--- src/rtl/rp8_bd_pkg.sv ---
// Shared types and helpers for the rp8 data-bus arbiters.
// Records are sized for the widest rp8 geometry; narrower instances zero-extend into them.
package rp8_bd_pkg;

  localparam int BD_DAW = 13;
  localparam int BD_IDW = 6;
  localparam int BD_DW  = 8;

  typedef struct packed {
    logic              wen;
    logic              lck;
    logic [BD_DAW-1:0] adr;
    logic [BD_IDW-1:0] wid;
    logic [BD_DW-1:0]  wdt;
  } bd_req_t;

  typedef struct packed {
    logic              ren;
    logic [BD_IDW-1:0] rid;
    logic [BD_DW-1:0]  rdt;
  } bd_rsp_t;

  // Highest set bit wins; callers only pass one-hot or zero vectors.
  function automatic logic [2:0] onehot2idx(input logic [7:0] oh);
    onehot2idx = '0;
    for (int unsigned i = 0; i < 8; i++) begin
      if (oh[i]) onehot2idx = 3'(i);
    end
  endfunction

endpackage

--- src/rtl/rp8_bd_arb_if.sv ---
// Bundle of the requester-side bd_* buses and the single-port RAM port.
interface rp8_bd_arb_if #(
  parameter int NRQ = 2,
  parameter int DAW = 13,
  parameter int IDW = 6
);

  logic [NRQ-1:0]     rq_req;
  logic [NRQ-1:0]     rq_wen;
  logic [NRQ-1:0]     rq_lck;
  logic [NRQ*DAW-1:0] rq_adr;
  logic [NRQ*IDW-1:0] rq_wid;
  logic [NRQ*8-1:0]   rq_wdt;
  logic [NRQ-1:0]     rq_ack;
  logic [NRQ-1:0]     rq_ren;
  logic [IDW-1:0]     rq_rid;
  logic [7:0]         rq_rdt;
  logic               m_req;
  logic               m_wen;
  logic [DAW-1:0]     m_adr;
  logic [7:0]         m_wdt;
  logic [7:0]         m_rdt;

  // Arbiter side.
  modport slave (
    input  rq_req, rq_wen, rq_lck, rq_adr, rq_wid, rq_wdt, m_rdt,
    output rq_ack, rq_ren, rq_rid, rq_rdt, m_req, m_wen, m_adr, m_wdt
  );

  // Requesters plus RAM side.
  modport master (
    output rq_req, rq_wen, rq_lck, rq_adr, rq_wid, rq_wdt, m_rdt,
    input  rq_ack, rq_ren, rq_rid, rq_rdt, m_req, m_wen, m_adr, m_wdt
  );

endinterface

--- src/rtl/rp8_rr_arb.sv ---
// Combinational round-robin picker: first requester at or after ptr, wrapping.
// Shared by the data-bus and io-bus arbiters.
module rp8_rr_arb
  import rp8_bd_pkg::*;
#(
  parameter  int N  = 2,
  localparam int IW = (N > 1) ? $clog2(N) : 1
) (
  input  logic [N-1:0]  req_i,
  input  logic [IW-1:0] ptr_i,
  output logic [N-1:0]  gnt_o,
  output logic [IW-1:0] idx_o
);

  logic [IW-1:0] c;
  logic          found;

  always_comb begin
    gnt_o = '0;
    found = 1'b0;
    c     = '0;
    for (int unsigned k = 0; k < N; k++) begin
      c = IW'((32'(ptr_i) + k) % 32'(N));
      if (!found && req_i[c]) begin
        gnt_o[c] = 1'b1;
        found    = 1'b1;
      end
    end
  end

  assign idx_o = IW'(onehot2idx(8'(gnt_o)));

endmodule

--- src/rtl/rp8_bd_arb.sv ---
// Round-robin arbiter sharing one synchronous single-port data RAM between
// NRQ bd masters, with access lock and a one-stage read-return path.
module rp8_bd_arb
  import rp8_bd_pkg::*;
#(
  parameter int NRQ = 2,
  parameter int DAW = 13,
  parameter int IDW = 6
) (
  input  logic         clk,
  input  logic         rst,
  rp8_bd_arb_if.slave  bd
);

  localparam int IW = (NRQ > 1) ? $clog2(NRQ) : 1;

  logic [IW-1:0]  ptr_q, ptr_d;
  logic           lck_vld_q, lck_vld_d;
  logic [IW-1:0]  own_q, own_d;
  logic           rd_vld_q, rd_vld_d;
  logic [IW-1:0]  rd_own_q, rd_own_d;
  logic [IDW-1:0] rd_id_q, rd_id_d;

  bd_req_t        req_a [NRQ];
  bd_req_t        sel;
  bd_rsp_t        rsp;
  logic [NRQ-1:0] rr_gnt;
  logic [IW-1:0]  rr_idx;
  logic [NRQ-1:0] own_oh;
  logic [NRQ-1:0] rd_oh;
  logic [NRQ-1:0] gnt_oh;
  logic [IW-1:0]  gnt_idx;
  logic           any_req;
  logic           lock_hold;

  always_comb begin
    for (int unsigned i = 0; i < NRQ; i++) begin
      req_a[i].wen = bd.rq_wen[i];
      req_a[i].lck = bd.rq_lck[i];
      req_a[i].adr = BD_DAW'(bd.rq_adr[i*DAW +: DAW]);
      req_a[i].wid = BD_IDW'(bd.rq_wid[i*IDW +: IDW]);
      req_a[i].wdt = bd.rq_wdt[i*8 +: 8];
    end
  end

  rp8_rr_arb #(.N(NRQ)) u_rr (
    .req_i (bd.rq_req),
    .ptr_i (ptr_q),
    .gnt_o (rr_gnt),
    .idx_o (rr_idx)
  );

  always_comb begin
    own_oh        = '0;
    own_oh[own_q] = 1'b1;
    rd_oh           = '0;
    rd_oh[rd_own_q] = 1'b1;
  end

  // A waiting owner keeps the bus; an idle owner lets normal arbitration run.
  assign any_req   = |bd.rq_req;
  assign lock_hold = lck_vld_q & bd.rq_req[own_q];
  assign gnt_oh    = lock_hold ? own_oh : rr_gnt;
  assign gnt_idx   = lock_hold ? own_q  : rr_idx;
  assign sel       = req_a[gnt_idx];

  assign bd.m_req  = any_req;
  assign bd.m_wen  = any_req & sel.wen;
  assign bd.m_adr  = DAW'(sel.adr);
  assign bd.m_wdt  = sel.wdt;
  assign bd.rq_ack = gnt_oh;

  always_comb begin
    ptr_d = ptr_q;
    if (any_req && !lock_hold) begin
      ptr_d = (gnt_idx == IW'(NRQ - 1)) ? '0 : gnt_idx + 1'b1;
    end
  end

  always_comb begin
    lck_vld_d = lck_vld_q;
    own_d     = own_q;
    if (lock_hold) begin
      if (!sel.lck) lck_vld_d = 1'b0;
    end else begin
      lck_vld_d = any_req & sel.lck;
      if (any_req && sel.lck) own_d = gnt_idx;
    end
  end

  always_comb begin
    rd_vld_d = any_req & ~sel.wen;
    rd_own_d = rd_own_q;
    rd_id_d  = rd_id_q;
    if (rd_vld_d) begin
      rd_own_d = gnt_idx;
      rd_id_d  = IDW'(sel.wid);
    end
  end

  always_ff @(posedge clk or posedge rst) begin
    if (rst) begin
      ptr_q     <= '0;
      lck_vld_q <= 1'b0;
      own_q     <= '0;
      rd_vld_q  <= 1'b0;
      rd_own_q  <= '0;
      rd_id_q   <= '0;
    end else begin
      ptr_q     <= ptr_d;
      lck_vld_q <= lck_vld_d;
      own_q     <= own_d;
      rd_vld_q  <= rd_vld_d;
      rd_own_q  <= rd_own_d;
      rd_id_q   <= rd_id_d;
    end
  end

  // RAM data is passed straight through; the registered stage only tags it.
  always_comb begin
    rsp.ren = rd_vld_q;
    rsp.rid = BD_IDW'(rd_id_q);
    rsp.rdt = bd.m_rdt;
  end

  assign bd.rq_ren = rsp.ren ? rd_oh : '0;
  assign bd.rq_rid = IDW'(rsp.rid);
  assign bd.rq_rdt = rsp.rdt;

endmodule

--- src/flat_wrapper.sv ---
// flat-port wrapper written by rule: the top's interface ports become plain ports
module rp8_bd_arb_flat import rp8_bd_pkg::*;
#(
  parameter int NRQ = 2,
  parameter int DAW = 13,
  parameter int IDW = 6
)
  (clk, rst, bd_rq_req, bd_rq_wen, bd_rq_lck, bd_rq_adr, bd_rq_wid, bd_rq_wdt, bd_m_rdt, bd_rq_ack, bd_rq_ren, bd_rq_rid, bd_rq_rdt, bd_m_req, bd_m_wen, bd_m_adr, bd_m_wdt);
  rp8_bd_arb_if #(.NRQ(NRQ), .DAW(DAW), .IDW(IDW)) bd_i ();
  input  logic clk;
  input  logic rst;
  input wire logic [$bits(bd_i.rq_req)-1:0] bd_rq_req;
  input wire logic [$bits(bd_i.rq_wen)-1:0] bd_rq_wen;
  input wire logic [$bits(bd_i.rq_lck)-1:0] bd_rq_lck;
  input wire logic [$bits(bd_i.rq_adr)-1:0] bd_rq_adr;
  input wire logic [$bits(bd_i.rq_wid)-1:0] bd_rq_wid;
  input wire logic [$bits(bd_i.rq_wdt)-1:0] bd_rq_wdt;
  input wire logic [$bits(bd_i.m_rdt)-1:0] bd_m_rdt;
  output wire logic [$bits(bd_i.rq_ack)-1:0] bd_rq_ack;
  output wire logic [$bits(bd_i.rq_ren)-1:0] bd_rq_ren;
  output wire logic [$bits(bd_i.rq_rid)-1:0] bd_rq_rid;
  output wire logic [$bits(bd_i.rq_rdt)-1:0] bd_rq_rdt;
  output wire logic [$bits(bd_i.m_req)-1:0] bd_m_req;
  output wire logic [$bits(bd_i.m_wen)-1:0] bd_m_wen;
  output wire logic [$bits(bd_i.m_adr)-1:0] bd_m_adr;
  output wire logic [$bits(bd_i.m_wdt)-1:0] bd_m_wdt;
  assign bd_i.rq_req = bd_rq_req;
  assign bd_i.rq_wen = bd_rq_wen;
  assign bd_i.rq_lck = bd_rq_lck;
  assign bd_i.rq_adr = bd_rq_adr;
  assign bd_i.rq_wid = bd_rq_wid;
  assign bd_i.rq_wdt = bd_rq_wdt;
  assign bd_i.m_rdt = bd_m_rdt;
  assign bd_rq_ack = bd_i.rq_ack;
  assign bd_rq_ren = bd_i.rq_ren;
  assign bd_rq_rid = bd_i.rq_rid;
  assign bd_rq_rdt = bd_i.rq_rdt;
  assign bd_m_req = bd_i.m_req;
  assign bd_m_wen = bd_i.m_wen;
  assign bd_m_adr = bd_i.m_adr;
  assign bd_m_wdt = bd_i.m_wdt;
  rp8_bd_arb #(.NRQ(NRQ), .DAW(DAW), .IDW(IDW)) u_core (.clk(clk), .rst(rst), .bd(bd_i));
endmodule
--- config.mk ---
export PLATFORM = sky130hd
export DESIGN_NAME = rp8_bd_arb_flat
export DESIGN_NICKNAME = d
export VERILOG_FILES = /design/src/rtl/rp8_bd_pkg.sv /design/src/rtl/rp8_bd_arb_if.sv /design/src/rtl/rp8_rr_arb.sv /design/src/rtl/rp8_bd_arb.sv /design/src/flat_wrapper.sv
export SDC_FILE = /design/constraint.sdc
export NUM_CORES = 1
export LEC_CHECK = 0
export BUFFER_PORTS_ARGS = -buffer_cell sky130_fd_sc_hd__buf_2
export CAP_MARGIN = 40
export CORE_MARGIN = 1.5
export CORE_UTILIZATION = 40
export DETAILED_ROUTE_END_ITERATION = 7
export PLACE_DENSITY = 0.84
export SETUP_SLACK_MARGIN = 0.1
export SYNTH_ARGS = -nofsm -noshare
export SYNTH_HDL_FRONTEND = slang
export SYNTH_SLANG_ARGS = --single-unit
--- constraint.sdc ---
create_clock -name clk -period 5.4 [get_ports clk]
set_input_delay 0.54 -clock clk [delete_from_list [all_inputs] [get_ports clk]]
set_output_delay 0.54 -clock clk [all_outputs]
set_load 0.1 [all_outputs]
# Word-level counts from Yosys, hierarchy flattened
# Cells that the tools add are included.
[totals]
latchBits = 0
memories = 0
input_bits = 70
rom_bits = 0
ff_bits = 11
output_inout_bits = 41
mem_bits_rw = 0
word_cells = 64
[op_classes]
multipliers = 0
muxes = 27
n_addsub = 2
reduce_logical = 11
n_shift = 0
div = 0
eq_ne = 1
bitwise = 8
n_lt_le_gt_ge = 9
[ops]
columns = ["cell", "n"]
rows = [
  ["$mux W29", 3],
  ["$mux W1", 16],
  ["$lt A1 B2 Y1 const B", 4],
  ["$mux W2", 4],
  ["$logic_and A1 B1 Y1", 7],
  ["$and A1 B1 Y1", 4],
  ["$demux W1 S1", 4],
  ["$ge A1 B1 Y1 const B", 4],
  ["$add A1 B1 Y1 const B", 2],
  ["$ge A2 B2 Y1 const B", 1],
  ["$logic_not A1 Y1", 2],
  ["$ne A2 B2 Y1 const B", 1],
  ["$not A1 Y1", 2],
  ["$not A1 Y2", 1],
  ["$or A2 B2 Y2", 1],
  ["$reduce_and A2 Y1", 1],
  ["$reduce_or A2 Y1", 1],
]

# Logic depth before layout (Yosys ltp)
# Gate-level depths: netlist of run 1.
[logic_depth]
depth_word = 15
mapped_depth = 5
ltp_nobuf = 4

# By module
# A second synthesis of run 1 with hierarchy kept.
[hier_totals]
cells_unflattened = 120
hier_area_um2 = 1147.4
[modules_own_cells]
columns = ["mod", "cells_each", "instances", "seq_area_each_um2", "area_each_um2"]
rows = [
  ["rp8_bd_arb", 116, 1, 275.3, 1121.1],
  ["rp8_rr_arb", 4, 1, 0.0, 26.3],
]

# Worst setup path before layout of run 1
# Ideal clock, no wire load.
[synth_timing]
kind = "input to output"
startpoint = "input port bd_rq_req[1]"
endpoint = "output port bd_m_wen"
t_arrival_ps = 2493
setup_slack_ps = 2367
stages = 5
required_time_ps = 4860
path_buffers = 1
path_cell_list = "clkinv_1 -> a21oi_4 -> buf_6 -> mux2i_1 -> nor2_1"
[synth_between]
elab_chain_cells = 13
word_cells_on_any_way = 21
classes_between = "14 x mux; 4 x bitwise; 3 x reduce/logical"
[synth_rtl]
columns = ["item", "line", "text"]
rows = [
  ["start, declared", "flat_wrapper.sv:12", "input wire logic [$bits(bd_i.rq_req)-1:0] bd_rq_req;"],
  ["$mux W1 (not written as such) (2 in series)", "rp8_rr_arb.sv:24", "if (!found && req_i[c]) begin"],
  ["$mux W1", "rp8_rr_arb.sv:24", ""],
  ["$logic_not A1 Y1", "rp8_rr_arb.sv:24", ""],
  ["$logic_and A1 B1 Y1", "rp8_rr_arb.sv:24", ""],
  ["$mux W2", "rp8_rr_arb.sv:24", ""],
  ["$mux W1", "rp8_bd_pkg.sv:27", "if (oh[i]) onehot2idx = 3'(i);"],
  ["$mux W1 (*)", "rp8_bd_arb.sv:64", "assign gnt_idx = lock_hold ? own_q : rr_idx;"],
  ["via u_core.gnt_idx", "rp8_bd_arb.sv:32", "logic [IW-1:0] gnt_idx;"],
  ["$not A1 Y2 (not written as such) (*)", "rp8_bd_arb.sv:65", "assign sel = req_a[gnt_idx];"],
  ["$mux W29 (not written as such) (*) (3 in series)", "rp8_bd_arb.sv:65", ""],
  ["$and A1 B1 Y1 (*)", "rp8_bd_arb.sv:68", "assign bd.m_wen = any_req & sel.wen;"],
  ["end, declared", "flat_wrapper.sv:24", "output wire logic [$bits(bd_i.m_wen)-1:0] bd_m_wen;"],
]
# Mark *: on every way through the listed nets, which the timed path passes. The rest lies on a longest branch. The select of a mux whose other input is x is not followed.

# Worst setup path in the final report of run 1
[layout_timing]
startpoint = "register u_core.lck_vld_q"
endpoint = "output port bd_m_wdt[0]"
[layout_between]
elab_chain_cells = 6
[layout_rtl]
columns = ["item", "line", "text"]
rows = [
  ["start, declared", "rp8_bd_arb.sv:18", "logic lck_vld_q, lck_vld_d;"],
  ["start signal, assigned", "rp8_bd_arb.sv:111", "lck_vld_q <= lck_vld_d;"],
  ["$and A1 B1 Y1", "rp8_bd_arb.sv:62", "assign lock_hold = lck_vld_q & bd.rq_req[own_q];"],
  ["$mux W1", "rp8_bd_arb.sv:64", ""],
  ["$not A1 Y2 (not written as such)", "rp8_bd_arb.sv:65", ""],
  ["$mux W29 (not written as such) (3 in series)", "rp8_bd_arb.sv:65", ""],
  ["end, declared", "flat_wrapper.sv:26", "output wire logic [$bits(bd_i.m_wdt)-1:0] bd_m_wdt;"],
]
# No other way between the ends. The select of a mux whose other input is x is not followed.

==> results of run 1 <==
-- flip-flops by register name, indices dropped and copies added (netlist names) --
signal            cells
u_core.own_q          1
u_core.rd_own_q       1
u_core.ptr_q          1
u_core.rd_vld_q       1
u_core.lck_vld_q      1
u_core.bd.rq_rid      6
-- synthesized netlist by cell type, drive strengths merged --
master and number:
nand3 3, and2 1, a21oi 11, buf 34, a41oi 2, inv 5
and3 2, dfrtp 11, nand2b 1, mux2i 7, mux2 21, o21ai 3
nand2 6, clkinv 1, nor2 11, a31oi 1, a211o 1, o22ai 1
nor2b 2
-- cells in the final DEF, fill, tap and decap left out --
cell type  Yosys  layout
mux2i_1        6       6
clkinv_2       0       1
a31oi_1        1       1
mux2_2         5       5
mux2_4        16      16
nor2_1        11      11
a21oi_1       10      10
and2_1         1       1
buf_12         0       1
mux2i_2        1       1
clkbuf_4       0       3
a21oi_4        1       1
o22ai_1        1       1
a41oi_1        2       2
o21ai_0        2       2
nor2b_1        2       2
and3_1         2       2
a211o_1        1       1
o21ai_2        1       1
buf_2          1      94
nand2b_1       1       1
inv_1          5       5
dfrtp_1       11      11
nand2_1        6       6
clkinv_1       1       1
nand3_1        3       3
-- routing by layer --
| metal | up-vias | part of all wire [%] | global-route usage, % |
|---|---|---|---|
| li1 | 522 | - | - |
| met1 | 462 | 36 | 16.6 |
| met2 | 71 | 52 | 32.5 |
| met4 | 0 | 0 | 3.99 |
| met3 | 0 | 12 | 2.72 |
| met5 | - | 0 | 0 |
-- cell type report --
type | count | area (µm²) | share of cell area, %
Sequential cell | 11 | 275 | 18.8
Clock inverter | 1 | 5.00 | 0.342
Inverter | 6 | 22.5 | 1.54
Timing Repair Buffer | 95 | 490 | 33.5
Tap cell | 31 | 38.8 | 2.65
Clock buffer | 3 | 22.5 | 1.54
Multi-Input combinational cell | 73 | 611 | 41.7
-- per-stage QoR --
step | std cells | utilization [%] | area, µm² | hold WS, ps
finish | 220 | 53.1 | 1470 | 243
global route | 220 | 53.1 | 1470 | 295
CTS | 220 | 53.1 | 1470 | 255
detailed placement | 216 | 52.1 | 1440 | 498
global placement | 215 | 51.4 | 1420 | 483
floorplan | 124 | - | 1170 | 392
-- worst min-delay path by stage --
| stage | to | slack [ps] |
|---|---|---|
| after global placement | u_core.rd_own_q$_DFFE_PP0P_ | 480 |
| final | u_core.bd.rq_rid[0]$_DFFE_PP0P_ | 240 |
| after global routing | u_core.bd.rq_rid[0]$_DFFE_PP0P_ | 290 |
| after detailed placement | u_core.rd_own_q$_DFFE_PP0P_ | 500 |
| after floorplan | u_core.bd.rq_rid[0]$_DFFE_PP0P_ | 390 |
| after CTS | u_core.bd.rq_rid[0]$_DFFE_PP0P_ | 260 |
-- critical path, cell delays in order, from the launching register on --
cell     delay (ps)
dfrtp_1         420
mux2i_2         480
a21oi_4         140
buf_12          190
mux2_2          230
buf_2           420
-- power breakdown --
| part | switching, mW | leakage, nW | internal [mW] | total [mW] |
|---|---|---|---|---|
| sequential | 0.0158 | 0.128 | 0.103 | 0.119 |
| combinational | 0.348 | 0.687 | 0.0987 | 0.446 |
| clock | 0.0267 | 0.0177 | 0.0273 | 0.0540 |
| total | 0.390 | 0.833 | 0.229 | 0.620 |
-- cell families (layout without fill, tap and decap cells) --
family	after synthesis	count (layout)	synth area share, %
flip-flops	11	11	23.5
AO/OA/AOI/OAI	19	19	10.6
buffers and inverters	40	105	24.4
multiplexers	28	28	31.6
AND/OR/NAND/NOR	26	26	9.93
==> results.toml, run 1 <==
[place]
io_buffers = 94
dp_worst_setup_slack_ps = 2830
gp_congestion = 0.741
hpwl_um = 2280

[clock_tree]
clk_latency_ps = 260
cts-resized-gates = 0
cts_sinks = 11
cts_max_path_buffers = 2
cts_tree = "yes"
holdBufCountCts = 0
clockRootBuffer = "clkbuf_4"
htree_levels = 1
numCtsBuffers = 3
path_clk_slew_ps = 70
cts_setup_buffers = 0

[drt]
wl_per_cell_um = 11.8
postRouteAntennaNets = 0
num_vias = 1055
firstDrtPassIters = 4
drc_errors = 0
wirelength_um = 2590
via_per_inst = 4.80
drt_iter0_markers = 42

[critical_path]
r2r-end = "u_core.bd.rq_rid[2]$_DFFE_PP0P_"
crit_path_end = "bd_m_wdt[0]"
r2r_start = "u_core.lck_vld_q$_DFFE_PP0P_"
setup.worst_path.start_class = "register"
ff2ff_path_depth = 4
critPathLaunch = "u_core.lck_vld_q$_DFFE_PP0P_"
crit_arrival_ps = 2160
crit_type = "register to output pin"
ff2ff_setup_slack_ps = 3700
cp_max_fo = 23
required_ps = 4860
cp-end-kind = "output pin"

[sta]
slew_headroom_pct = 67.6
setup_violations = 0
tns_ps = 0
min_period_ps = 2700
finalCritPeriodShare_pct = 50.0
layout_setup_ws_ps = 2700
rsz0062_at_grt = "false"
fin_skew_ps = 4.80
worst_pin_slew_ps = 476
drv_slew = 0
fmax_ghz = 0.371
hold_viol = 0

[power]
power.density_nw_per_um2 = 423
p_leak_nw = 0.833
max-vdd-ir-drop_uv = 298
total_power_mw = 0.620

[synthesis]
avgSynthCellArea_um2 = 9.45
yosysWarnings = 0
netlist_area_um2 = 1170
synthesis.nets = 194
synth_largest_area_cell = "dfrtp_1"
synth_top_area_share_pct = 23.5
seq_area_frac_synth_pct = 23.5
synthTopCellsByArea = "dfrtp_1 (23%), mux2_4 (20%), buf_4 (19%)"
synth_cell_types = 25
ys_ff_latch = 11
netlist_instances = 124

[grt]
antenna_found_initial = 0
track_usage_pct = 16.0
globalRouteOverflowTotal = 0
grt_pass1_wl_um = 4220
grt_pass1_vias = 1012
grt_max_degree = 24

[worst_hold_path]
hold_path_class = "primary input to asynchronous set/reset pin"

[floorplanning]
die_h_um = 57.1
dieWidth_um = 57.1
ios = 111
row_count = 19
start_util_pct = 42.5
die_area_um2 = 3260
core_um2 = 2760

[cells_and_area]
nFillCells = 255
area.growth.synth_to_final_pct = 25.0
final_nets = 260
diodes = 0
layout-drive-gt1-share_pct = 65.1

[run]
cap_violations = 0

[status]
outcome = "finished, final reports clean"
(Power assumes the default switching activity.)
==> inputs of run 2 (changes only) <==
--- a/config.mk
+++ b/config.mk
@@ -5,12 +5,13 @@
 export SDC_FILE = /design/constraint.sdc
 export NUM_CORES = 1
 export LEC_CHECK = 0
+export ABC_AREA = 1
 export BUFFER_PORTS_ARGS = -buffer_cell sky130_fd_sc_hd__buf_2
 export CAP_MARGIN = 40
 export CORE_MARGIN = 1.5
-export CORE_UTILIZATION = 40
+export CORE_UTILIZATION = 33
 export DETAILED_ROUTE_END_ITERATION = 7
-export PLACE_DENSITY = 0.84
+export PLACE_DENSITY = 0.74
 export SETUP_SLACK_MARGIN = 0.1
 export SYNTH_ARGS = -nofsm -noshare
 export SYNTH_HDL_FRONTEND = slang
==> constraint.sdc (replaced) <==
create_clock -name clk -period 2.23 [get_ports clk]
set_input_delay 0.223 -clock clk [delete_from_list [all_inputs] [get_ports clk]]
set_output_delay 0.223 -clock clk [all_outputs]
set_load 0.1 [all_outputs]
==> results.toml, run 2 <==
[floorplanning]
core_um2 = 3360
dieWidth_um = 62.3
ios = 111
die_area_um2 = 3880
die_h_um = 62.3
start_util_pct = 34.5
row_count = 21

[synthesis]
async_reset_ff_share_pct = 100
synth.most_common_cell = "nand2_1"
avgSynthCellArea_um2 = 6.08
yosys_most_used_dff = "dfrtp_1"
synthesis.nets = 261
synthTopCellsByArea = "nand2_1 (29%), dfrtp_1 (24%), buf_4 (19%)"
synth_top_area_share_pct = 29.4
ys_ff_latch = 11
synth_edf_count = 0
seq_area_frac_synth_pct = 23.7
yosysWarnings = 0
netlist_instances = 191
netlist_area_um2 = 1160
synth_commonest_cells = "nand2_1 (91), buf_4 (30), nand3_1 (24)"
synth_cell_types = 17
synth_largest_area_cell = "nand2_1"

[drt]
num_vias = 1391
wl_per_cell_um = 11.2
via_per_inst = 4.52
drt_iter0_markers = 55
postRouteAntennaNets = 0
drc_errors = 0
wirelength_um = 3450
firstDrtPassIters = 4

[sta]
fmax_ghz = 0.481
hold_viol = 0
setup_violations = 0
tns_ps = 0
min_period_ps = 2080
fin_skew_ps = 8.33
rsz0062_at_grt = "false"
slew_headroom_pct = 67.8
drv_slew = 0
worst_pin_slew_ps = 487
finalCritPeriodShare_pct = 93.3

[cells_and_area]
final_cell_mix = "nand2_1 (90), buf_2 (70), buf_12 (25), nand3_1 (24)"
area.growth.synth_to_final_pct = 66.6
largest_reg_flops = 6
final_cell_area_um2 = 1930
diodes = 0
layout_commonest_cell = "nand2_1"
final_nets = 333
layout-drive-gt1-share_pct = 44.3

[grt]
grt_max_degree = 26
antenna_found_initial = 0
track_usage_pct = 16.9
grt_pass1_vias = 1253
globalRouteOverflowTotal = 0
grt_pass1_wl_um = 5430

[power]
total_power_mw = 2.49
max-vdd-ir-drop_uv = 566
p_leak_nw = 1.13
power.density_nw_per_um2 = 1290

[critical_path]
critPathLaunch = "u_core.own_q$_DFFE_PP0P_"
setup.worst_path.start_class = "register"
r2r_start = "u_core.own_q$_DFFE_PP0P_"
cp-end-kind = "output pin"
cp_max_fo = 7
crit_arrival_ps = 1860
required_ps = 2010
crit_type = "register to output pin"

[clock_tree]
path_clk_slew_ps = 70
cts_max_path_buffers = 2
htree_levels = 1
clockRootBuffer = "clkbuf_4"
cts_sinks = 11
clk_latency_ps = 280
numCtsBuffers = 3
cts_tree = "yes"

[place]
io_buffers = 94
hpwl_um = 2650
gp_congestion = 0.821
dpl_cell_area_um2 = 1800

[status]
outcome = "finished, final reports clean"

[worst_hold_path]
hold_path_class = "primary input to register"
min_from = "bd_rq_lck[1]"

[run]
cap_violations = 0
run 2: path summary, 6_finish.rpt:
path | depth (start not counted) | slack, ps | endpoint
max reg2reg | 9 | 680 | u_core.own_q$_DFFE_PP0P_
min in group asynchronous | 3 | 480 | u_core.bd.rq_rid[1]$_DFFE_PP0P_
min reg2reg | 2 | 480 | u_core.bd.rq_rid[5]$_DFFE_PP0P_
max in group asynchronous | 3 | 1450 | u_core.bd.rq_rid[3]$_DFFE_PP0P_
min | 3 | 210 | u_core.own_q$_DFFE_PP0P_
max | 9 | 150 | bd_m_wen
run 2: routing by layer:
metal / part of all wire [%] / GRT usage [%] / routed length, µm / up-vias
li1: - / - / - / 708
met1: 38 / 18.2 / 1330 / 594
met2: 49 / 32.1 / 1710 / 85
met3: 11 / 4.71 / 385 / 4
met4: 1.0 / 5.00 / 36 / 0
met5: 0 / 0 / 0 / -
run 2: worst max-delay path, cell delays in order (launching register included):
cell and delay, ps:
dfrtp_1 440, inv_1 120, nand2_2 130, nand3_2 130, nand2_4 130, nand2_2 80, nand2_1 70, nand2_2 100
nor2_2 160, buf_12 190
run 2: metrics by stage:
| step | hold WS (ps) | utilization (%) | instances | worst slack, ps |
|---|---|---|---|---|
| final | 210 | 57.5 | 308 | 149 |
| after global routing | 234 | 57.5 | 308 | 68.5 |
| after CTS | 220 | 55.1 | 303 | 123 |
| after detailed placement | 243 | 53.6 | 298 | 256 |
| after global placement | 231 | 53.6 | 298 | 338 |
| after floorplan | 75.4 | - | 191 | 186 |
run 2: cells by family after synthesis:
family                 count (synthesis)  share of synthesized area (%)
AO/OA/AOI/OAI                          4                           1.94
buffers and inverters                 47                           26.4
flip-flops                            11                           23.7
AND/OR/NAND/NOR                      129                           48.0
run 2: repair_timing:
action,CTS,global route
setup buffers,0,5
gates resized for setup,2,8
endpoints found under the hold margin,11,0
setup endpoints to repair,22,21
gates cloned,0,0
hold buffers,1,0
run 2: where the power goes:
part,switching (mW),internal [mW],total (mW)
logic,1.45,0.584,2.04
registers,0.0480,0.262,0.310
clock network,0.0701,0.0695,0.140
run 2: final cells by class:
cell class	count	area (µm²)
Multi-Input combinational cell	133	628
Tap cell	46	57.6
Inverter	13	48.8
Fill cell	325	1430
Sequential cell	11	275
Clock buffer	4	26.3
Timing Repair Buffer	101	898
